[config.mk]
export PLATFORM = sky130hd
export DESIGN_NAME = vga_timing_gen_flat
export DESIGN_NICKNAME = d
export VERILOG_FILES = /design/src/rtl/vga_timing_gen_pkg.sv /design/src/rtl/vga_timing_gen_if.sv /design/src/rtl/vga_timing_gen_axis_counter.sv /design/src/rtl/vga_timing_gen.sv /design/src/flat_wrapper.sv
export SDC_FILE = /design/constraint.sdc
export NUM_CORES = 1
export LEC_CHECK = 0
export ABC_AREA = 0
export CAP_MARGIN = 10
export CORE_MARGIN = 5
export CORE_UTILIZATION = 54
export CTS_BUF_LIST = sky130_fd_sc_hd__clkbuf_4 sky130_fd_sc_hd__clkbuf_8
export CTS_CLUSTER_SIZE = 24
export DETAILED_ROUTE_END_ITERATION = 10
export PLACE_DENSITY = 0.88
export SYNTH_ARGS = -nofsm -noshare
export SYNTH_HDL_FRONTEND = slang
export SYNTH_SLANG_ARGS = --single-unit
[constraint.sdc]
create_clock -name i_clk -period 1.7 [get_ports i_clk]
set_input_delay 0.255 -clock i_clk [delete_from_list [all_inputs] [get_ports i_clk]]
set_output_delay 0.255 -clock i_clk [all_outputs]
set_load 0.03 [all_outputs]
[src/rtl/vga_timing_gen_pkg.sv]
// vga_timing_gen_pkg: shared axis timing type, standard display modes and axis-length helper
package vga_timing_gen_pkg;

    typedef struct packed {
        int unsigned res;
        int unsigned fp;
        int unsigned sync;
        int unsigned bp;
    } timing_t;

    typedef struct packed {
        timing_t h;
        timing_t v;
    } mode_t;

    localparam mode_t VGA_640X480_60  = '{h: '{640, 16, 96, 48},  v: '{480, 10, 2, 33}};
    localparam mode_t SVGA_800X600_60 = '{h: '{800, 40, 128, 88}, v: '{600, 1, 4, 23}};

    function automatic int unsigned total(timing_t t);
        return t.res + t.fp + t.sync + t.bp;
    endfunction

endpackage

[src/rtl/vga_timing_gen_if.sv]
// vga_timing_gen_if: pixel strobe into the generator, registered raster position, sync and flags out
interface vga_timing_gen_if #(
    parameter int unsigned HW     = 10,
    parameter int unsigned VW     = 10,
    parameter int unsigned FCNT_W = 8
);
    logic              pix_en;
    logic              pix_stb;
    logic [HW-1:0]     x;
    logic [VW-1:0]     y;
    logic              active;
    logic              h_sync;
    logic              v_sync;
    logic              line_start;
    logic              frame_start;
    logic [FCNT_W-1:0] frame_cnt;

    modport master (
        input  pix_en,
        output pix_stb, x, y, active, h_sync, v_sync, line_start, frame_start, frame_cnt
    );

    modport slave (
        output pix_en,
        input  pix_stb, x, y, active, h_sync, v_sync, line_start, frame_start, frame_cnt
    );
endinterface

[src/rtl/vga_timing_gen_axis_counter.sv]
// vga_timing_gen_axis_counter: wrapping position counter for one raster axis with active/sync window decode
module vga_timing_gen_axis_counter
    import vga_timing_gen_pkg::*;
#(
    parameter int unsigned RES  = 640,
    parameter int unsigned FP   = 16,
    parameter int unsigned SYNC = 96,
    parameter int unsigned BP   = 48,
    parameter int unsigned W    = $clog2(total(timing_t'{RES, FP, SYNC, BP}))
) (
    input  logic         i_clk,
    input  logic         i_rst_n,
    input  logic         i_adv,
    output logic [W-1:0] o_cnt,
    output logic         o_active,
    output logic         o_sync
);
    localparam logic [W-1:0] LAST    = W'(total(timing_t'{RES, FP, SYNC, BP}) - 1);
    localparam logic [W-1:0] ACT_END = W'(RES);
    localparam logic [W-1:0] SYNC_LO = W'(RES + FP);
    localparam logic [W-1:0] SYNC_HI = W'(RES + FP + SYNC - 1);

    logic [W-1:0] cnt_q, cnt_d;

    // Step on request, wrapping after the last position of the axis
    always_comb cnt_d = !i_adv ? cnt_q : (cnt_q == LAST ? '0 : cnt_q + 1'b1);

    // Position register; restarts at the first pixel/line on reset
    always_ff @(posedge i_clk or negedge i_rst_n)
        if (!i_rst_n) cnt_q <= '0;
        else          cnt_q <= cnt_d;

    assign o_cnt    = cnt_q;
    assign o_active = cnt_q < ACT_END;
    assign o_sync   = cnt_q >= SYNC_LO && cnt_q <= SYNC_HI;
endmodule

[src/rtl/vga_timing_gen.sv]
// vga_timing_gen: parametrised raster timing generator; DT_FRAME_CNT_EN enables the frame counter
module vga_timing_gen
    import vga_timing_gen_pkg::*;
#(
    parameter int unsigned G_H_RES  = VGA_640X480_60.h.res,
    parameter int unsigned G_H_FP   = VGA_640X480_60.h.fp,
    parameter int unsigned G_H_SYNC = VGA_640X480_60.h.sync,
    parameter int unsigned G_H_BP   = VGA_640X480_60.h.bp,
    parameter int unsigned G_V_RES  = VGA_640X480_60.v.res,
    parameter int unsigned G_V_FP   = VGA_640X480_60.v.fp,
    parameter int unsigned G_V_SYNC = VGA_640X480_60.v.sync,
    parameter int unsigned G_V_BP   = VGA_640X480_60.v.bp,
    parameter bit          G_H_POL  = 1'b0,
    parameter bit          G_V_POL  = 1'b0,
    parameter int unsigned G_FCNT_W = 8
) (
    input logic              i_clk,
    input logic              i_rst_n,
    vga_timing_gen_if.master bus
);
    localparam int unsigned   H_TOTAL = total(timing_t'{G_H_RES, G_H_FP, G_H_SYNC, G_H_BP});
    localparam int unsigned   V_TOTAL = total(timing_t'{G_V_RES, G_V_FP, G_V_SYNC, G_V_BP});
    localparam int unsigned   HW      = $clog2(H_TOTAL);
    localparam int unsigned   VW      = $clog2(V_TOTAL);
    localparam logic [HW-1:0] H_LAST  = HW'(H_TOTAL - 1);

    if (G_H_RES == 0 || G_H_FP == 0 || G_H_SYNC == 0 || G_H_BP == 0 ||
        G_V_RES == 0 || G_V_FP == 0 || G_V_SYNC == 0 || G_V_BP == 0) begin : g_bad_params
        $error("vga_timing_gen: every resolution, porch and sync parameter must be >= 1");
    end

    if ($bits(bus.x) != HW || $bits(bus.y) != VW || $bits(bus.frame_cnt) != G_FCNT_W) begin : g_bad_bus
        $error("vga_timing_gen: interface widths do not match the timing parameters");
    end

    logic [HW-1:0] h_cnt, x_q;
    logic [VW-1:0] v_cnt, y_q;
    logic          h_act, v_act, h_win, v_win;
    logic          act_d, hs_d, vs_d, ls_d, fs_d;
    logic          stb_q, act_q, hs_q, vs_q, ls_q, fs_q;

    vga_timing_gen_axis_counter #(
        .RES(G_H_RES), .FP(G_H_FP), .SYNC(G_H_SYNC), .BP(G_H_BP), .W(HW)
    ) u_h (
        .i_clk, .i_rst_n,
        .i_adv    (bus.pix_en),
        .o_cnt    (h_cnt),
        .o_active (h_act),
        .o_sync   (h_win)
    );

    vga_timing_gen_axis_counter #(
        .RES(G_V_RES), .FP(G_V_FP), .SYNC(G_V_SYNC), .BP(G_V_BP), .W(VW)
    ) u_v (
        .i_clk, .i_rst_n,
        .i_adv    (bus.pix_en && h_cnt == H_LAST),
        .o_cnt    (v_cnt),
        .o_active (v_act),
        .o_sync   (v_win)
    );

    // Decode flags and sync levels for the pixel the counters point at
    always_comb begin
        act_d = h_act && v_act;
        hs_d  = h_win ? G_H_POL : ~G_H_POL;
        vs_d  = v_win ? G_V_POL : ~G_V_POL;
        ls_d  = h_cnt == '0;
        fs_d  = ls_d && v_cnt == '0;
    end

    // Present the decoded pixel one clock after its strobe; hold between strobes
    always_ff @(posedge i_clk or negedge i_rst_n)
        if (!i_rst_n) begin
            stb_q <= 1'b0;
            x_q   <= '0;
            y_q   <= '0;
            act_q <= 1'b0;
            hs_q  <= ~G_H_POL;
            vs_q  <= ~G_V_POL;
            ls_q  <= 1'b0;
            fs_q  <= 1'b0;
        end else begin
            stb_q <= bus.pix_en;
            if (bus.pix_en) begin
                x_q   <= h_cnt;
                y_q   <= v_cnt;
                act_q <= act_d;
                hs_q  <= hs_d;
                vs_q  <= vs_d;
                ls_q  <= ls_d;
                fs_q  <= fs_d;
            end
        end

    assign bus.pix_stb     = stb_q;
    assign bus.x           = x_q;
    assign bus.y           = y_q;
    assign bus.active      = act_q;
    assign bus.h_sync      = hs_q;
    assign bus.v_sync      = vs_q;
    assign bus.line_start  = ls_q;
    assign bus.frame_start = fs_q;

`ifdef DT_FRAME_CNT_EN
    logic [G_FCNT_W-1:0] fcnt_q;

    // Count frames as their first pixel is loaded into the outputs
    always_ff @(posedge i_clk or negedge i_rst_n)
        if (!i_rst_n)                fcnt_q <= '0;
        else if (bus.pix_en && fs_d) fcnt_q <= fcnt_q + 1'b1;

    assign bus.frame_cnt = fcnt_q;
`else
    assign bus.frame_cnt = {G_FCNT_W{1'b0}};
`endif
endmodule
[src/flat_wrapper.sv]
// flat-port wrapper written by rule: the top's interface ports become plain ports
module vga_timing_gen_flat import vga_timing_gen_pkg::*;
#(
    parameter int unsigned G_H_RES  = VGA_640X480_60.h.res,
    parameter int unsigned G_H_FP   = VGA_640X480_60.h.fp,
    parameter int unsigned G_H_SYNC = VGA_640X480_60.h.sync,
    parameter int unsigned G_H_BP   = VGA_640X480_60.h.bp,
    parameter int unsigned G_V_RES  = VGA_640X480_60.v.res,
    parameter int unsigned G_V_FP   = VGA_640X480_60.v.fp,
    parameter int unsigned G_V_SYNC = VGA_640X480_60.v.sync,
    parameter int unsigned G_V_BP   = VGA_640X480_60.v.bp,
    parameter bit          G_H_POL  = 1'b0,
    parameter bit          G_V_POL  = 1'b0,
    parameter int unsigned G_FCNT_W = 8
)
  (i_clk, i_rst_n, bus_pix_en, bus_pix_stb, bus_x, bus_y, bus_active, bus_h_sync, bus_v_sync, bus_line_start, bus_frame_start, bus_frame_cnt);
  vga_timing_gen_if bus_i ();
  input logic i_clk;
  input logic i_rst_n;
  input wire logic [$bits(bus_i.pix_en)-1:0] bus_pix_en;
  output wire logic [$bits(bus_i.pix_stb)-1:0] bus_pix_stb;
  output wire logic [$bits(bus_i.x)-1:0] bus_x;
  output wire logic [$bits(bus_i.y)-1:0] bus_y;
  output wire logic [$bits(bus_i.active)-1:0] bus_active;
  output wire logic [$bits(bus_i.h_sync)-1:0] bus_h_sync;
  output wire logic [$bits(bus_i.v_sync)-1:0] bus_v_sync;
  output wire logic [$bits(bus_i.line_start)-1:0] bus_line_start;
  output wire logic [$bits(bus_i.frame_start)-1:0] bus_frame_start;
  output wire logic [$bits(bus_i.frame_cnt)-1:0] bus_frame_cnt;
  assign bus_i.pix_en = bus_pix_en;
  assign bus_pix_stb = bus_i.pix_stb;
  assign bus_x = bus_i.x;
  assign bus_y = bus_i.y;
  assign bus_active = bus_i.active;
  assign bus_h_sync = bus_i.h_sync;
  assign bus_v_sync = bus_i.v_sync;
  assign bus_line_start = bus_i.line_start;
  assign bus_frame_start = bus_i.frame_start;
  assign bus_frame_cnt = bus_i.frame_cnt;
  vga_timing_gen #(.G_H_RES(G_H_RES), .G_H_FP(G_H_FP), .G_H_SYNC(G_H_SYNC), .G_H_BP(G_H_BP), .G_V_RES(G_V_RES), .G_V_FP(G_V_FP), .G_V_SYNC(G_V_SYNC), .G_V_BP(G_V_BP), .G_H_POL(G_H_POL), .G_V_POL(G_V_POL), .G_FCNT_W(G_FCNT_W)) u_core (.i_clk(i_clk), .i_rst_n(i_rst_n), .bus(bus_i));
endmodule
# After elaboration in Yosys (flattened, before gate mapping)
# Index checks and enable logic that the tools add are counted.
[totals] elab_cells=31 out_inout_bits=34 in_bits=3 ff_bits=46
[op_classes] order_cmp=6 muxes=4 n_reduce_logical=7 n_addsub=2 eq_ne=2
[op_table] cell="adder 10 x 1 -> 10 bit, second input constant" n=2
[op_table] cell="equality test 10 bit, second input constant" n=2
[op_table] cell="zero test 10 bit" n=2
[op_table] cell="two-way mux 10 bit" n=2
[op_table] cell="greater-or-equal comparator 10 bit, second input constant" n=1
[op_table] cell="greater-or-equal comparator 10 x 9 -> 1 bit, second input constant" n=1
[op_table] cell="less-or-equal comparator 10 bit, second input constant" n=1
[op_table] cell="less-or-equal comparator 10 x 9 -> 1 bit, second input constant" n=1
[op_table] cell="less-than comparator 10 bit, second input constant" n=1
[op_table] cell="less-than comparator 10 x 9 -> 1 bit, second input constant" n=1
[op_table] cell="logical AND 1 bit" n=5
[op_table] cell="two-way mux 1 bit" n=2

# Depth between registers and ports, before layout
[depth] depth_word=3 ltp_mapped=6 mapped_depth_nobuf=6

# Hierarchy
# A second synthesis with hierarchy kept.
[unflattened] cells_unflattened=195 area_unflattened_um2=2249.7
[modules_own_cells] module="vga_timing_gen" area_per_inst_um2=1104.8 seq_area_each_um2=653.1 cells_each=80 n_inst=1
[modules_own_cells] module="vga_timing_gen_axis_counter (u_core.u_v)" area_per_inst_um2=588.1 seq_area_each_um2=250.2 cells_each=58 n_inst=1
[modules_own_cells] module="vga_timing_gen_axis_counter (u_core.u_h)" area_per_inst_um2=556.8 seq_area_each_um2=250.2 cells_each=57 n_inst=1

# Least setup slack after synthesis
# Ideal clock, no wire load.
[synth_path] path_type="register to register" from="register u_core.u_h.cnt_q[0], in the netlist u_core.u_h.o_cnt[0]" to="register u_core.u_v.cnt_q[9], in the netlist u_core.u_v.o_cnt[9]" synth_period_minus_slack_ns=1.546 required_time_ns=1.631 stages_incl_launch_ff=6 arrival_ns=1.477 setup_time_ns=0.069 path_buffers=0 path_slack_ns=0.154 cell_sequence="dfrtp_1 > ha_1 > and4_4 > nand3_4 > or4_1 > nand3_1"
[synth_between] elab_chain_cells=2
[synth_lines] item="start, declared" line_no="vga_timing_gen_axis_counter.sv:23" text="logic [W-1:0] cnt_q, cnt_d;"
[synth_lines] item="start signal, assigned" line_no="vga_timing_gen_axis_counter.sv:31" text="else cnt_q <= cnt_d;"
[synth_lines] item="equality test 10 bit" line_no="vga_timing_gen.sv:56" text=".i_adv (bus.pix_en && h_cnt == H_LAST),"
[synth_lines] item="logical AND 1 bit" line_no="vga_timing_gen.sv:56"
[synth_lines] item="end signal, assigned" line_no="vga_timing_gen_axis_counter.sv:31"
[synth_lines] item="end, declared" line_no="vga_timing_gen_axis_counter.sv:23"
# Every way passes these cells.
# A chain may end at the register's enable or synchronous reset.

# Final worst setup path
[layout_path] from="register u_core.u_h.cnt_q[0], in the netlist u_core.u_h.o_cnt[0]" to="register u_core.u_v.cnt_q[3], in the netlist u_core.u_v.o_cnt[3]"
# The elaborated chain is that of the path after synthesis.

==> metrics.csv <==
metric;value;unit
hold_class;primary input to asynchronous set/reset pin;
cts_tree;built;
synth_edf_count;0;
dr.pass1.iters;5;
drt_wl_total;4.44;mm
rsz0062_at_grt;no;
grt_use_total;17.8;%
postSynthAreaPerCell;11.1;sq um
yosys_warnings;0;
syn_to_final_growth;24.6;%
clkTransAtPathRegs;0.08;ns
portBuffers;28;
via_per_inst;5.49;
boundaryPins;37;
async_flop_share;100;%
finalCritPeriodShare;96.2;%
outcome;finished clean;
cap_violations;0;
fin_nets;248;
core;3940;sq um
critPathLaunchType;flip-flop;
row_count;23;
initial_core_util;55.1;%
grt_first_pass_wirelength;7.31;mm
drcViolationCount;0;
utilization;68.6;%
yosys.area.top_type;dfrtp_1;
setup-violations-final;0;
gr-total-overflow;0;
multiInputGateArea;911;sq um
cts_buffers;5;
ant_nets;0;
max_slew_margin;64.1;%
slowest_delay;0.41;ns
drv_slew;0;
holdWs;0.474;ns
synth-seq-cells;46;
grt_pass1_vias;1567;
crit_type;flip-flop to flip-flop;
synth_flop_cell;dfrtp_1;
total_leakage_power;0.00120;uW
drt_iter0_drc;106;
syn_inst;196;
crit_path_max_fanout;6;
clock_tree.root_cell;clkbuf_8;
layout_common_cells;44 x dfrtp_1, 25 x clkdlybuf4s50_1, 20 x mux2_2;
max-clock-path-buffers;2;
seqCellArea;1150;sq um
preCtsSetupSlack;-0.128;ns
worst-endpoint-required;1.94;ns
syn_area;2170;sq um
clkSinkCount;46;
fmaxAchievable;0.611;GHz
vias;1597;
power.density;1070;nW/um^2
post-cts-setup-buffers;0;
setup_ws;0.0641;ns
htree_levels;2;
hpwl;3.20;mm
cp_cell_sequence;ha_1 -> and4_4 -> nand3_4 -> buf_4 -> or3_1 -> nand3_1;
synth_seq_area_share;53.1;%
dieWidth;73.4;um
grt_max_degree;31;
dieArea;5390;sq um
gp_congestion;0.811;
synth_cell_types;37;
antenna_found_initial;0;
min_period;1.64;ns
tightest_slew;0.538;ns
crit_path_end_kind;flip-flop;
finalHoldViolations;0;
ir_drop;0.000909;V
skew;0.00421;ns
crit_family;simple AND/OR/NAND/NOR gates;
drive_gt1_share;23.2;%
wl_per_cell;15.2;um
synth_area_leaders;dfrtp_1 51%, mux2_2 10%, nand3_1 3.5%, buf_4 3.1%, o21ai_0 3.0%;
die_h;73.4;um
clk_latency;0.30;ns
path_buf_inv;1;
mostFrequentLayoutCell;dfrtp_1;
cpMaxStageDelayCell;dfrtp_1;
n_antenna_cell;0;
arrival;1.87;ns
yosysTopAreaCellShare;50.7;%
num-fill-cells;301;
==> registers in the layout, summed over array words and instances, names as in the netlist, 10 cells and up <==
signal	count
u_core.u_h.o_cnt	10
u_core.bus.y	10
u_core.bus.x	10
u_core.u_v.o_cnt	10
==> kinds of logic after synthesis <==
| kind of cell | share of synthesized area, % |
|---|---|
| AND/OR/NAND/NOR | 16.9 |
| flip-flops | 53.1 |
| buffers and inverters | 6.40 |
| AO/OA/AOI/OAI | 5.65 |
| multiplexers | 10.8 |
| XOR/XNOR | 4.03 |
| adder cells (fa/ha/maj) | 2.88 |
| other | 0.173 |
==> per-stage QoR <==
step	power, uW	instances	cell area [sq um]	setup TNS [ns]
final	2900	291	2710	0
after global routing	3030	291	2710	0
after CTS	2920	291	2700	0
after detailed placement	2160	282	2580	-1.03
after global placement	2130	282	2580	-0.643
after floorplan	1860	203	2200	0
==> Yosys cell counts (2+ instances only) <==
| library cell | count |
|---|---|
| inv_1 | 8 |
| ha_1 | 5 |
| buf_4 | 9 |
| nor2b_1 | 2 |
| nor4_1 | 3 |
| nand4_1 | 4 |
| and3_1 | 3 |
| o21ai_0 | 13 |
| nand4b_1 | 2 |
| xnor2_1 | 5 |
| buf_2 | 6 |
| a31oi_1 | 2 |
| dfstp_2 | 2 |
| xor2_1 | 5 |
| nor2_1 | 8 |
| nand3_1 | 15 |
| nor3_1 | 7 |
| mux2_2 | 20 |
| nand2_1 | 11 |
| dfrtp_1 | 44 |
| clkbuf_1 | 3 |
| a21oi_1 | 3 |
| o211ai_1 | 2 |
==> worst paths after layout <==
| check | start | to | slack (ns) | depth (start not counted) |
|---|---|---|---|---|
| max | u_core.u_h.o_cnt[0] | u_core.u_v.o_cnt[3] | 0.06 | 6 |
| min | i_rst_n | u_core.bus.y[6] | 0.47 | 2 |
| max reg2reg | u_core.u_h.o_cnt[0] | u_core.u_v.o_cnt[3] | 0.06 | 6 |
| min reg2reg | u_core.bus.h_sync | u_core.bus.h_sync | 0.50 | 2 |
| max in group asynchronous | i_rst_n | u_core.bus.h_sync | 0.64 | 3 |
| min in group i_clk | u_core.bus.h_sync | u_core.bus.h_sync | 0.50 | 2 |
==> routing by layer <==
| metal | wire [um] | global-route usage, % |
|---|---|---|
| met5 | 0 | 0 |
| met4 | 93 | 6.84 |
| met3 | 251 | 4.38 |
| met2 | 2200 | 28.2 |
| met1 | 1900 | 23.5 |
==> timing repair <==
action,4_1_cts,5_1_grt
resized for setup,2,1
hold buffers,1,0
endpoints found under the setup margin,2,1
pin swaps,0,0
hold endpoints to repair,21,0
==> where the power goes <==
group	internal (uW)	switching (uW)	leakage (uW)
Combinational	337	435	0.000576
Sequential	1230	133	0.000565
Clock	410	354	0.0000575
==> final cells by class <==
| type | instances | share of cell area [%] |
|---|---|---|
| Sequential cell | 46 | 42.6 |
| Multi-Input combinational cell | 131 | 33.7 |
| Timing Repair Buffer | 48 | 16.2 |
| Clock buffer | 8 | 4.07 |
| Tap cell | 50 | 2.31 |
| Inverter | 8 | 1.11 |
No activity file was read; power rests on OpenSTA's default activity.
